File: src/rtl/ioctl_nvram_uploader_pkg.sv
// Shared types and constants for the HPS ioctl upload responder.
package ioctl_pkg;

    typedef enum logic [1:0] {
        IDLE  = 2'd0,
        FETCH = 2'd1,
        DONE  = 2'd2
    } ioctl_state_e;

    localparam int          IOCTL_ADDR_W    = 27;
    localparam logic [15:0] IOCTL_IDX_ROM   = 16'd0;
    localparam logic [15:0] IOCTL_IDX_DIP   = 16'd254;
    localparam logic [15:0] IOCTL_IDX_NVRAM = 16'd4;

endpackage

File: src/rtl/ioctl_nvram_uploader_if.sv
// HPS ioctl upload pins plus the save-RAM fetch port, as seen by the uploader.
interface ioctl_nvram_uploader_if #(
    parameter int ADDR_W = 10
);
    import ioctl_pkg::*;

    logic                    ioctl_upload;
    logic [15:0]             ioctl_index;
    logic                    ioctl_rd;
    logic [IOCTL_ADDR_W-1:0] ioctl_addr;
    logic [7:0]              ioctl_din;
    logic                    ioctl_wait;
    logic                    ioctl_upload_req;
    logic [ADDR_W-1:0]       o_MEM_ADDR;
    logic                    o_MEM_RD;
    logic [7:0]              i_MEM_DATA;
    logic                    i_MEM_ACK;

    modport slave (
        input  ioctl_upload, ioctl_index, ioctl_rd, ioctl_addr, i_MEM_DATA, i_MEM_ACK,
        output ioctl_din, ioctl_wait, ioctl_upload_req, o_MEM_ADDR, o_MEM_RD
    );

    modport master (
        output ioctl_upload, ioctl_index, ioctl_rd, ioctl_addr, i_MEM_DATA, i_MEM_ACK,
        input  ioctl_din, ioctl_wait, ioctl_upload_req, o_MEM_ADDR, o_MEM_RD
    );

endinterface

File: src/rtl/ioctl_nvram_uploader_dirty_holdoff_timer.sv
// Dirty flag with a reloadable quiet-period counter; pulses o_expire when the
// save region has been untouched for HOLDOFF running cycles.
module dirty_holdoff_timer #(
    parameter logic [23:0] HOLDOFF = 24'd6_000_000
) (
    input  logic clk,
    input  logic rst_n,
    input  logic i_dirty,
    input  logic i_pause,
    output logic o_expire
);

    logic        flag_q, flag_d;
    logic [23:0] cnt_q, cnt_d;
    logic        exp_q, exp_d;

    // Expiry is decided on the step to zero so the registered pulse lands
    // exactly HOLDOFF+1 cycles after the last dirty pulse.
    always_comb begin
        flag_d = flag_q;
        cnt_d  = cnt_q;
        exp_d  = 1'b0;
        if (i_dirty) begin
            flag_d = 1'b1;
            cnt_d  = HOLDOFF;
        end else if (flag_q && !i_pause) begin
            if (cnt_q <= 24'd1) begin
                flag_d = 1'b0;
                cnt_d  = 24'd0;
                exp_d  = 1'b1;
            end else begin
                cnt_d = cnt_q - 24'd1;
            end
        end
    end

    always_ff @(posedge clk or negedge rst_n) begin
        if (!rst_n) begin
            flag_q <= 1'b0;
            cnt_q  <= 24'd0;
            exp_q  <= 1'b0;
        end else begin
            flag_q <= flag_d;
            cnt_q  <= cnt_d;
            exp_q  <= exp_d;
        end
    end

    assign o_expire = exp_q;

endmodule

File: src/rtl/ioctl_nvram_uploader.sv
// Serves HPS upload byte reads from the core save RAM, stalling with ioctl_wait,
// and requests an upload once core writes to the save region go quiet.
module ioctl_nvram_uploader
    import ioctl_pkg::*;
#(
    parameter int          ADDR_W   = 10,
    parameter int          SIZE     = 1024,
    parameter logic [15:0] NV_INDEX = 16'd4,
    parameter logic [23:0] HOLDOFF  = 24'd6_000_000,
    parameter logic [7:0]  TIMEOUT  = 8'd255
) (
    input  logic                   i_EMU_MCLK,
    input  logic                   i_EMU_RST_n,
    ioctl_nvram_uploader_if.slave  bus,
    input  logic                   i_DIRTY,
    output logic                   o_BUSY,
    output logic                   o_ERR
);

    localparam logic [IOCTL_ADDR_W-1:0] SIZE_A = IOCTL_ADDR_W'(SIZE);

    ioctl_state_e      state_q, state_d;
    logic [7:0]        din_q, din_d;
    logic              wait_q, wait_d;
    logic [ADDR_W-1:0] addr_q, addr_d;
    logic              rd_q, rd_d;
    logic [7:0]        tmo_q, tmo_d;
    logic              err_q, err_d;

    logic sel;
    logic in_range;

    assign sel      = bus.ioctl_rd && bus.ioctl_upload && (bus.ioctl_index == NV_INDEX);
    assign in_range = bus.ioctl_addr < SIZE_A;

    always_comb begin
        state_d = state_q;
        din_d   = din_q;
        wait_d  = wait_q;
        addr_d  = addr_q;
        rd_d    = 1'b0;
        tmo_d   = tmo_q;
        err_d   = err_q;
        case (state_q)
            IDLE: begin
                if (sel) begin
                    if (in_range) begin
                        addr_d  = bus.ioctl_addr[ADDR_W-1:0];
                        rd_d    = 1'b1;
                        wait_d  = 1'b1;
                        tmo_d   = TIMEOUT;
                        state_d = FETCH;
                    end else begin
                        din_d = 8'hFF;
                    end
                end
            end
            FETCH: begin
                // An aborted session wins over a same-cycle ack; the byte is dropped.
                if (!bus.ioctl_upload) begin
                    wait_d  = 1'b0;
                    state_d = IDLE;
                end else if (bus.i_MEM_ACK) begin
                    din_d   = bus.i_MEM_DATA;
                    state_d = DONE;
                end else if (tmo_q == 8'd0) begin
                    din_d   = 8'hFF;
                    err_d   = 1'b1;
                    state_d = DONE;
                end else begin
                    tmo_d = tmo_q - 8'd1;
                end
            end
            DONE: begin
                wait_d  = 1'b0;
                state_d = IDLE;
            end
            default: begin
                wait_d  = 1'b0;
                state_d = IDLE;
            end
        endcase
    end

    always_ff @(posedge i_EMU_MCLK or negedge i_EMU_RST_n) begin
        if (!i_EMU_RST_n) begin
            state_q <= IDLE;
            din_q   <= 8'h00;
            wait_q  <= 1'b0;
            addr_q  <= '0;
            rd_q    <= 1'b0;
            tmo_q   <= 8'd0;
            err_q   <= 1'b0;
        end else begin
            state_q <= state_d;
            din_q   <= din_d;
            wait_q  <= wait_d;
            addr_q  <= addr_d;
            rd_q    <= rd_d;
            tmo_q   <= tmo_d;
            err_q   <= err_d;
        end
    end

    assign bus.ioctl_din  = din_q;
    assign bus.ioctl_wait = wait_q;
    assign bus.o_MEM_ADDR = addr_q;
    assign bus.o_MEM_RD   = rd_q;
    assign o_BUSY         = (state_q != IDLE);
    assign o_ERR          = err_q;

    dirty_holdoff_timer #(
        .HOLDOFF (HOLDOFF)
    ) u_holdoff (
        .clk      (i_EMU_MCLK),
        .rst_n    (i_EMU_RST_n),
        .i_dirty  (i_DIRTY),
        .i_pause  (bus.ioctl_upload),
        .o_expire (bus.ioctl_upload_req)
    );

endmodule
File: src/flat_wrapper.sv
// flat-port wrapper written by rule: the top's interface ports become plain ports
module ioctl_nvram_uploader_flat import ioctl_pkg::*;
#(
    parameter int          ADDR_W   = 10,
    parameter int          SIZE     = 1024,
    parameter logic [15:0] NV_INDEX = 16'd4,
    parameter logic [23:0] HOLDOFF  = 24'd6_000_000,
    parameter logic [7:0]  TIMEOUT  = 8'd255
)
  (i_EMU_MCLK, i_EMU_RST_n, i_DIRTY, o_BUSY, o_ERR, bus_ioctl_upload, bus_ioctl_index, bus_ioctl_rd, bus_ioctl_addr, bus_i_MEM_DATA, bus_i_MEM_ACK, bus_ioctl_din, bus_ioctl_wait, bus_ioctl_upload_req, bus_o_MEM_ADDR, bus_o_MEM_RD);
  ioctl_nvram_uploader_if #(.ADDR_W(ADDR_W)) bus_i ();
  input  logic i_EMU_MCLK;
  input  logic i_EMU_RST_n;
  input  logic i_DIRTY;
  output logic o_BUSY;
  output logic o_ERR;
  input wire logic [$bits(bus_i.ioctl_upload)-1:0] bus_ioctl_upload;
  input wire logic [$bits(bus_i.ioctl_index)-1:0] bus_ioctl_index;
  input wire logic [$bits(bus_i.ioctl_rd)-1:0] bus_ioctl_rd;
  input wire logic [$bits(bus_i.ioctl_addr)-1:0] bus_ioctl_addr;
  input wire logic [$bits(bus_i.i_MEM_DATA)-1:0] bus_i_MEM_DATA;
  input wire logic [$bits(bus_i.i_MEM_ACK)-1:0] bus_i_MEM_ACK;
  output wire logic [$bits(bus_i.ioctl_din)-1:0] bus_ioctl_din;
  output wire logic [$bits(bus_i.ioctl_wait)-1:0] bus_ioctl_wait;
  output wire logic [$bits(bus_i.ioctl_upload_req)-1:0] bus_ioctl_upload_req;
  output wire logic [$bits(bus_i.o_MEM_ADDR)-1:0] bus_o_MEM_ADDR;
  output wire logic [$bits(bus_i.o_MEM_RD)-1:0] bus_o_MEM_RD;
  assign bus_i.ioctl_upload = bus_ioctl_upload;
  assign bus_i.ioctl_index = bus_ioctl_index;
  assign bus_i.ioctl_rd = bus_ioctl_rd;
  assign bus_i.ioctl_addr = bus_ioctl_addr;
  assign bus_i.i_MEM_DATA = bus_i_MEM_DATA;
  assign bus_i.i_MEM_ACK = bus_i_MEM_ACK;
  assign bus_ioctl_din = bus_i.ioctl_din;
  assign bus_ioctl_wait = bus_i.ioctl_wait;
  assign bus_ioctl_upload_req = bus_i.ioctl_upload_req;
  assign bus_o_MEM_ADDR = bus_i.o_MEM_ADDR;
  assign bus_o_MEM_RD = bus_i.o_MEM_RD;
  ioctl_nvram_uploader #(.ADDR_W(ADDR_W), .SIZE(SIZE), .NV_INDEX(NV_INDEX), .HOLDOFF(HOLDOFF), .TIMEOUT(TIMEOUT)) u_core (.i_EMU_MCLK(i_EMU_MCLK), .i_EMU_RST_n(i_EMU_RST_n), .bus(bus_i), .i_DIRTY(i_DIRTY), .o_BUSY(o_BUSY), .o_ERR(o_ERR));
endmodule
File: config.mk
export PLATFORM = sky130hd
export DESIGN_NAME = ioctl_nvram_uploader_flat
export DESIGN_NICKNAME = d
export VERILOG_FILES = /design/src/rtl/ioctl_nvram_uploader_pkg.sv /design/src/rtl/ioctl_nvram_uploader_if.sv /design/src/rtl/ioctl_nvram_uploader_dirty_holdoff_timer.sv /design/src/rtl/ioctl_nvram_uploader.sv /design/src/flat_wrapper.sv
export SDC_FILE = /design/constraint.sdc
export NUM_CORES = 1
export LEC_CHECK = 0
export ABC_AREA = 1
export CAP_MARGIN = 20
export CORE_UTILIZATION = 40
export CTS_CLUSTER_DIAMETER = 100
export DETAILED_ROUTE_END_ITERATION = 16
export PLACE_DENSITY = 0.64
export SYNTH_ARGS = -nofsm -noshare
export SYNTH_HDL_FRONTEND = slang
export SYNTH_SLANG_ARGS = --single-unit
File: constraint.sdc
create_clock -name i_EMU_MCLK -period 2.9 [get_ports i_EMU_MCLK]
set_input_delay 0.29 -clock i_EMU_MCLK [delete_from_list [all_inputs] [get_ports i_EMU_MCLK]]
set_output_delay 0.29 -clock i_EMU_MCLK [all_outputs]
set_load 0.1 [all_outputs]
==> qor.csv, run 1 <==
stage,metric,value,unit
status,outcome,completed,
sta,setup total negative slack,0,ns
job,Max Cap Viol,0,
place,Area after DPL,4240,sq um
clock_network,CTS root buffer,clkbuf_8,
power,Power Density,450,nW/um^2
power,leak pwr,2.13,nW
yosys,Synth top area share,0.414,
yosys,yosys warns,0,
sta,Worst-Margin Slew,0.714,ns
clock_network,clk buf depth,2,
drt,WL met1,3890,um
cells_and_area,Syn-to-layout area delta,29.0,%
clock_network,worst-skew pair later-pin latency,0.34,ns
worst_setup_path,Crit Path Category,reg -> reg,
worst_setup_path,crit-path max FO,11,
drt,wire length on met2,3530,um
die,io pins,80,
power,power share of the clock group,0.377,
drt,drt wl/cell,12.3,um
sta,skew final,0.0136,ns
clock_network,Post-CTS Setup Inserts,0,
yosys,Post-Syn Area,3440,sq um
yosys,Synth cell types,35,
global_route,Overflow after GRT,0,
global_route,vias in the first global route,3090,
drt,TritonRoute pass-1 iters,4,
die,die area,8980,sq um
clock_network,CTS resizes,0,
die,Die W,94.8,um
yosys,Synth area leaders,"dfrtp_1 41%, nand2_1 14%, nor2_1 8.2%",
sta,"Hold Vio Cnt, Final",0,
drt,via-per-instance ratio,4.86,
worst_setup_path,Worst EP arrival,2.05,ns
place,routability cong.,0.861,
cells_and_area,nets@finish,602,
power,P_sw,0.595,mW
power,combinational fraction of design power,0.185,
power,switch share,0.298,
sta,Slew HR,0.524,
yosys,synthesized area per cell,7.52,sq um
clock_network,TritonCTS clock tree,done,
sta,Slew Limit Fails,0,
clock_network,clock net sink count,57,
clock_network,Inserted Clock Buffers,9,
cells_and_area,layout cells sized above 1,0.179,
drt,met3 routed WL,523,um
power,Power Internal,1.40,mW
sta,crit path time final,1.81,ns
power,part of the power in registers,0.438,
sta,Max Clk Rate,552,MHz
cells_and_area,final instance area,4440,sq um
global_route,Total GRT Usage,0.199,
sta,final worst-path cycle share,0.625,
die,Core ar.,8260,sq um
worst_setup_path,Worst EP required,3.13,ns
worst_hold_path,Worst Hold Class,in -> async,
sta,setup repair after global routing missed its margin,false,
die,Initial Util,0.417,
clock_network,Worst-path clk slew,0.08,ns
drt,max layer used,met4,
worst_setup_path,CP max-delay cell,dfrtp_1,
drt,via count,3168,
worst_setup_path,critical-path cell list,inv_1 -> ha_1 -> o21ai_0 -> nor2_1 -> nand4_1 -> nand2_1 -> inv_1 -> nand2_1 -> nor2_1,
drt,Residual DRC,0,
global_route,initial antenna violation count,0,
die,Rows,33,
die,chip height,94.8,um
place,post-DP HPWL,6180,um
global_route,first-pass GRT wire length,13900,um
cells_and_area,ANT cells,0,
drt,Post-Route WL,8030,um
yosys,"Seq/Total Area, Yosys",0.414,
yosys,largest area contributor in the netlist,dfrtp_1,
drt,initial drt markers,154,
drt,Routed Antenna Nets,0,
global_route,largest net degree at the start of global routing,58,
worst_setup_path,CP Capture Type,flip-flop,
power,VDD IR max,0.201,mV
place,Port Buffers,79,
yosys,Syn Nets,518,
clock_network,H-tree Lvls,3,
yosys,post-synthesis register bit count,57,
clock_network,"Hold-fix buffers, CTS",0,
worst_setup_path,startpoint type of the worst setup path,flip-flop,
worst_setup_path,crit-path max cell delay,0.44,ns
yosys,Syn Inst Count,458,
sta,Final Setup Violations,0,
[path summary, 6_finish.rpt]
| path | start | to | slack, ns | cells past startpoint |
|---|---|---|---|---|
| hold reg to reg | u_core.o_ERR | u_core.o_ERR | 0.47 | 1 |
| max in group asynchronous | i_EMU_RST_n | u_core.u_holdoff.cnt_q[5] | 2.33 | 2 |
| setup / recovery | u_core.u_holdoff.cnt_q[0] | u_core.u_holdoff.cnt_q[23] | 1.09 | 9 |
| hold / removal | i_EMU_RST_n | u_core.u_holdoff.cnt_q[19] | 0.09 | 2 |
| min in group i_EMU_MCLK | u_core.o_ERR | u_core.o_ERR | 0.47 | 1 |
| setup reg to reg | u_core.u_holdoff.cnt_q[0] | u_core.u_holdoff.cnt_q[23] | 1.09 | 9 |
[power by group through the flow]
stage	combinational [mW]	clock, mW	sequential [mW]
floorplan	0.193	0	0.923
global placement	0.368	0	0.890
detailed placement	0.371	0	0.890
CTS	0.372	0.774	0.876
global route	0.414	0.813	0.881
finish	0.370	0.754	0.876
[stage by stage]
| step | total power [mW] | hold slack [ns] | std cells | util | setup WS (ns) |
|---|---|---|---|---|---|
| 6_report | 2.00 | 0.0882 | 652 | 0.538 | 1.09 |
| 5_1_grt | 2.11 | 0.153 | 652 | 0.538 | 0.868 |
| 4_1_cts | 2.02 | 0.105 | 652 | 0.538 | 1.06 |
| 3_5_place_dp | 1.26 | 0.456 | 636 | 0.513 | 0.930 |
| 3_3_place_gp | 1.26 | 0.446 | 636 | 0.513 | 0.971 |
| 2_1_floorplan | 1.12 | -0.00559 | 458 | - | 1.36 |
[final cells by class]
| cell class | count | area (sq um) |
|---|---|---|
| clock buffer | 10 | 138 |
| inverter | 40 | 153 |
| sequential | 57 | 1430 |
| multi-input combinational | 354 | 1790 |
| timing repair buffer | 80 | 736 |
| fill | 811 | 3820 |
| tap | 105 | 131 |
| clock inverter | 6 | 67.6 |
[flip-flops by register name, indices dropped and copies added (netlist names)]
register,count
u_core.bus.ioctl_din,8
u_core.bus.ioctl_wait,1
u_core.o_ERR,1
u_core.u_holdoff.flag_q,1
u_core.u_holdoff.o_expire,1
u_core.bus.o_MEM_RD,1
u_core.bus.o_MEM_ADDR,10
u_core.u_holdoff.cnt_q,24
u_core.tmo_q,8
u_core.state_q,2
[Yosys cell counts]
master / n
a21o_1: 3
a21oi_1: 16
and3_1: 1
buf_12: 1
buf_2: 1
buf_6: 4
clkbuf_1: 1
dfrtp_1: 57
ha_1: 3
inv_1: 31
inv_2: 8
inv_4: 1
nand2_1: 126
nand2_2: 20
nand2_4: 3
nand2_8: 2
nand3_1: 34
nand3_2: 3
nand3_4: 1
nand3b_1: 4
nand4_1: 20
nor2_1: 75
nor2_2: 9
nor2_4: 6
nor3_1: 4
nor3_2: 1
nor3_4: 1
o21ai_0: 4
o21ai_1: 4
o21bai_1: 2
or2_0: 1
or2_1: 2
or2_2: 2
xnor2_1: 1
xor2_1: 6
[worst max-delay path, delay by kind of cell, from the launching register on]
kind,cells,cell delay [ns]
simple gates,5,0.71
flops,1,0.44
fa+ha+maj,1,0.22
buf+inv,2,0.21
compound gates,1,0.12
[cell families (layout without fill, tap and decap cells)]
kind of cell / count (synthesis) / after routing / share of synthesized area
flops: 57 / 57 / 0.414
buf+inv: 47 / 136 / 0.0658
simple gates: 315 / 315 / 0.445
fa+ha+maj: 3 / 3 / 0.0109
compound gates: 29 / 29 / 0.0458
xor+xnor: 7 / 7 / 0.0178
[metal layers]
layer	global-route usage	vias up
li1	-	1635
met3	0.0572	11
met4	0.0530	0
met2	0.312	85
met5	0	-
met1	0.266	1437
[cell usage in the layout, fill, tap and decap left out, drive strengths merged, types with 8 or more instances in the layout]
master,instances
a21oi,16
nand3,38
nor2,90
o21ai,8
clkbuf,10
inv,40
dfrtp,57
clkdlybuf4s50,55
nand4,20
buf,25
nand2,151
(Power assumes the default switching activity.)
==> run 2: changes to the inputs <==
--- a/config.mk
+++ b/config.mk
@@ -10,7 +10,7 @@
 export CORE_UTILIZATION = 40
 export CTS_CLUSTER_DIAMETER = 100
 export DETAILED_ROUTE_END_ITERATION = 16
-export PLACE_DENSITY = 0.64
+export PLACE_DENSITY = 0.67
 export SYNTH_ARGS = -nofsm -noshare
 export SYNTH_HDL_FRONTEND = slang
 export SYNTH_SLANG_ARGS = --single-unit
==> constraint.sdc (replaced) <==
create_clock -name i_EMU_MCLK -period 1.5 [get_ports i_EMU_MCLK]
set_input_delay 0.15 -clock i_EMU_MCLK [delete_from_list [all_inputs] [get_ports i_EMU_MCLK]]
set_output_delay 0.15 -clock i_EMU_MCLK [all_outputs]
set_load 0.1 [all_outputs]
==> run 2 against run 1 <==
  * The flow now finishes with violations (negative setup slack)
  * Non-clock buffer count grew 80
  * Die area is the same
  * Critical path type unchanged
  * Critical path depth shrank 1
  * Utilization grew 15 points
  * Wire length up 24%
  * Cell count is 12% higher
  * Via count is 15% higher
  * Worst setup slack worse by 1.1 ns
  * Sequential share of layout area down 7.1 points
  * Hold slack better by 0.24 ns
  * Maximum frequency is 17% higher
  * Clock skew down 0.0022 ns
  * Highest routed layer unchanged
==> qor.csv, run 2 (same netlist as run 1, synthesis figures left out) <==
stage,metric,value,unit,change
cells_and_area,nets@finish,682,,+13%
worst_setup_path,RR Endpoint,u_core.u_holdoff.flag_q,,
clock_network,CTS root buffer,clkbuf_8,,
cells_and_area,number of flip-flops in the largest register,24,,unchanged
global_route,Total GRT Usage,0.230,,+0.0318
die,Die W,94.8,um,unchanged
cells_and_area,Syn-to-layout area delta,66.1,%,
global_route,met3 Track Usage GR,0.0572,,unchanged
drt,via-per-instance ratio,4.96,,+2.0%
sta,"Hold Vio Cnt, Final",0,,unchanged
clock_network,worst-skew pair later-pin latency,0.35,ns,about the same
cells_and_area,Top reg by flops,u_core.u_holdoff.cnt_q,,
clock_network,clock net sink count,57,,unchanged
worst_hold_path,Worst Hold Class,in -> async,,
die,chip height,94.8,um,unchanged
drt,via count,3628,,+15%
drt,Residual DRC,0,,unchanged
sta,setup repair after global routing missed its margin,true,,
clock_network,H-tree Lvls,3,,unchanged
sta,setup total negative slack,-0.421,ns,-0.421 ns
power,Pwr Total,4.61,mW,+130%
global_route,GRT busiest layer,met2,,
sta,Slew HR,0.686,,+0.162
place,Area after DPL,5020,sq um,+18%
job,Max Cap Viol,0,,unchanged
die,Core ar.,8260,sq um,unchanged
status,outcome,finished with violations,,
cells_and_area,layout cells sized above 1,0.381,,+0.202
drt,drt wl/cell,13.6,um,+10%
global_route,Overflow after GRT,0,,unchanged
place,routability cong.,0.841,,-2.3%
power,switch share,0.313,,+0.0153
sta,Slew Limit Fails,0,,unchanged
global_route,M1 GR Usage,0.259,,-0.00724
cells_and_area,"leading cell type in the layout, fill and taps excluded",nand2_1,,
power,power share of the clock group,0.360,,-0.017
place,Port Buffers,79,,unchanged
place,pre-CTS WS,-0.258,ns,-1.19 ns
clock_network,Inserted Clock Buffers,9,,unchanged
drt,initial drt markers,58,,-62%
cells_and_area,final instance area,5720,sq um,+29%
clock_network,clk buf depth,2,,unchanged
clock_network,TritonCTS clock tree,done,,
sta,Final Setup Violations,14,,+14
sta,final worst-path cycle share,1.04,,+0.410
power,leak pwr,2.66,nW,+25%
worst_setup_path,startpoint type of the worst setup path,flip-flop,,
cells_and_area,most frequent cells in the layout,"115 x nand2_1, 73 x buf_4, 55 x dfrtp_1",,
cells_and_area,multi-input logic area,2090,sq um,+17%
die,io pins,80,,unchanged
drt,Post-Route WL,9960,um,+24%
worst_setup_path,reg2reg start,u_core.u_holdoff.cnt_q[0],,
place,post-DP HPWL,6970,um,+13%
worst_setup_path,Worst EP arrival,1.78,ns,-0.27 ns
power,VDD IR max,0.488,mV,+140%
global_route,grt met2 use,0.411,,+0.0989
power,Power Internal,3.17,mW,+130%
sta,skew final,0.0114,ns,-0.00223 ns
worst_setup_path,Crit Path Category,reg -> reg,,
sta,crit path time final,1.55,ns,-0.260 ns
global_route,largest net degree at the start of global routing,58,,unchanged
power,Power Density,806,nW/um^2,+79%
cells_and_area,ANT cells,0,,unchanged
worst_setup_path,CP Capture Type,flip-flop,,
drt,TritonRoute pass-1 iters,4,,unchanged
global_route,initial antenna violation count,0,,unchanged
power,part of the power in registers,0.368,,-0.070
sta,Max Clk Rate,644,MHz,+17%
worst_setup_path,Register-to-Register Path Depth,8,,-1
power,combinational fraction of design power,0.271,,+0.086
worst_setup_path,crit-path max FO,7,,-4
global_route,vias in the first global route,3731,,+21%
die,die area,8980,sq um,unchanged
cells_and_area,Util after Layout,0.693,,+0.155
worst_setup_path,Worst EP required,1.73,ns,-1.40 ns
cells_and_area,Reg area,1430,sq um,+0.18%
die,Rows,33,,unchanged
drt,Routed Antenna Nets,0,,unchanged
die,Initial Util,0.417,,unchanged
status,failing checks,negative setup slack,,
cells_and_area,Fillers,653,,-19%
sta,Final WS setup,-0.0530,ns,-1.14 ns
global_route,first-pass GRT wire length,16000,um,+15%
power,P_sw,1.44,mW,+140%
sta,Worst-Margin Slew,0.468,ns,-0.246 ns
clock_network,Worst-path clk slew,0.07,ns,about the same
worst_setup_path,reg2reg setup slack,-0.05,ns,-1.14 ns
==> run 2: cell types whose count changed in the layout (fill, tap and decap cells not counted), moves of 9 or more <==
cell and delta:
buf_12 +26, nand2_2 +9, nor2_2 +10, nand2_1 -11
nor2_4 +16, buf_4 +49, nor2_1 -26
==> run 2: power by group through the flow <==
stage / logic (mW) / registers (mW) / clock network (mW)
floorplan: 0.374 / 1.78 / 0
global placement: 0.960 / 1.70 / 0
detailed placement: 0.983 / 1.70 / 0
CTS: 1.06 / 1.68 / 1.69
global route: 1.35 / 1.71 / 1.74
finish: 1.25 / 1.70 / 1.66
==> run 2: how the worst max path moves through the flow <==
stage	slack (ns)	start	endpoint
after floorplan	0.02	u_core.tmo_q[0]	u_core.bus.ioctl_din[0]
after global placement	-0.20	bus_ioctl_upload	u_core.bus.ioctl_din[7]
after detailed placement	-0.26	bus_ioctl_upload	u_core.bus.o_MEM_ADDR[2]
after CTS	-0.01	u_core.u_holdoff.cnt_q[0]	u_core.u_holdoff.cnt_q[13]
after global routing	-0.14	u_core.u_holdoff.cnt_q[0]	u_core.u_holdoff.cnt_q[23]
final	-0.05	u_core.u_holdoff.cnt_q[0]	u_core.u_holdoff.flag_q
==> run 2: area by class of cell <==
cell class,instances,share of cell area
multi-input combinational,354,0.366
clock buffer,9,0.0217
timing repair buffer,160,0.294
sequential,57,0.250
clock inverter,7,0.0177
inverter,40,0.0280
tap,105,0.0230
==> run 2: per-layer routing <==
metal	up-vias	part of all wire
met5	-	0
met4	0	0.025
met3	23	0.064
met2	114	0.51
met1	1699	0.40
li1	1792	-
==> run 2: per-stage QoR <==
step,cells,hold WS (ns)
floorplan,458,-0.146
global placement,700,0.175
detailed placement,700,0.178
CTS,723,0.329
global route,732,0.349
finish,732,0.326
==> run 2: worst max-delay path, cell delays in order, from the launching register on <==
cell and delay, ns:
dfrtp_2 0.44, inv_2 0.09, ha_4 0.16, o21ai_2 0.06
nor2_2 0.13, nand4_1 0.16, nand2_2 0.16, buf_6 0.17
o21ai_2 0.07
==> run 2: what timing repair did <==
| item | in CTS | in global routing |
|---|---|---|
| hold buffers | 1 | 0 |
| gates resized for setup | 26 | 69 |
| pin swaps | 9 | 17 |
| endpoints found under the hold margin | 57 | 0 |
| setup endpoints to repair | 41 | 52 |
| setup buffers | 6 | 9 |
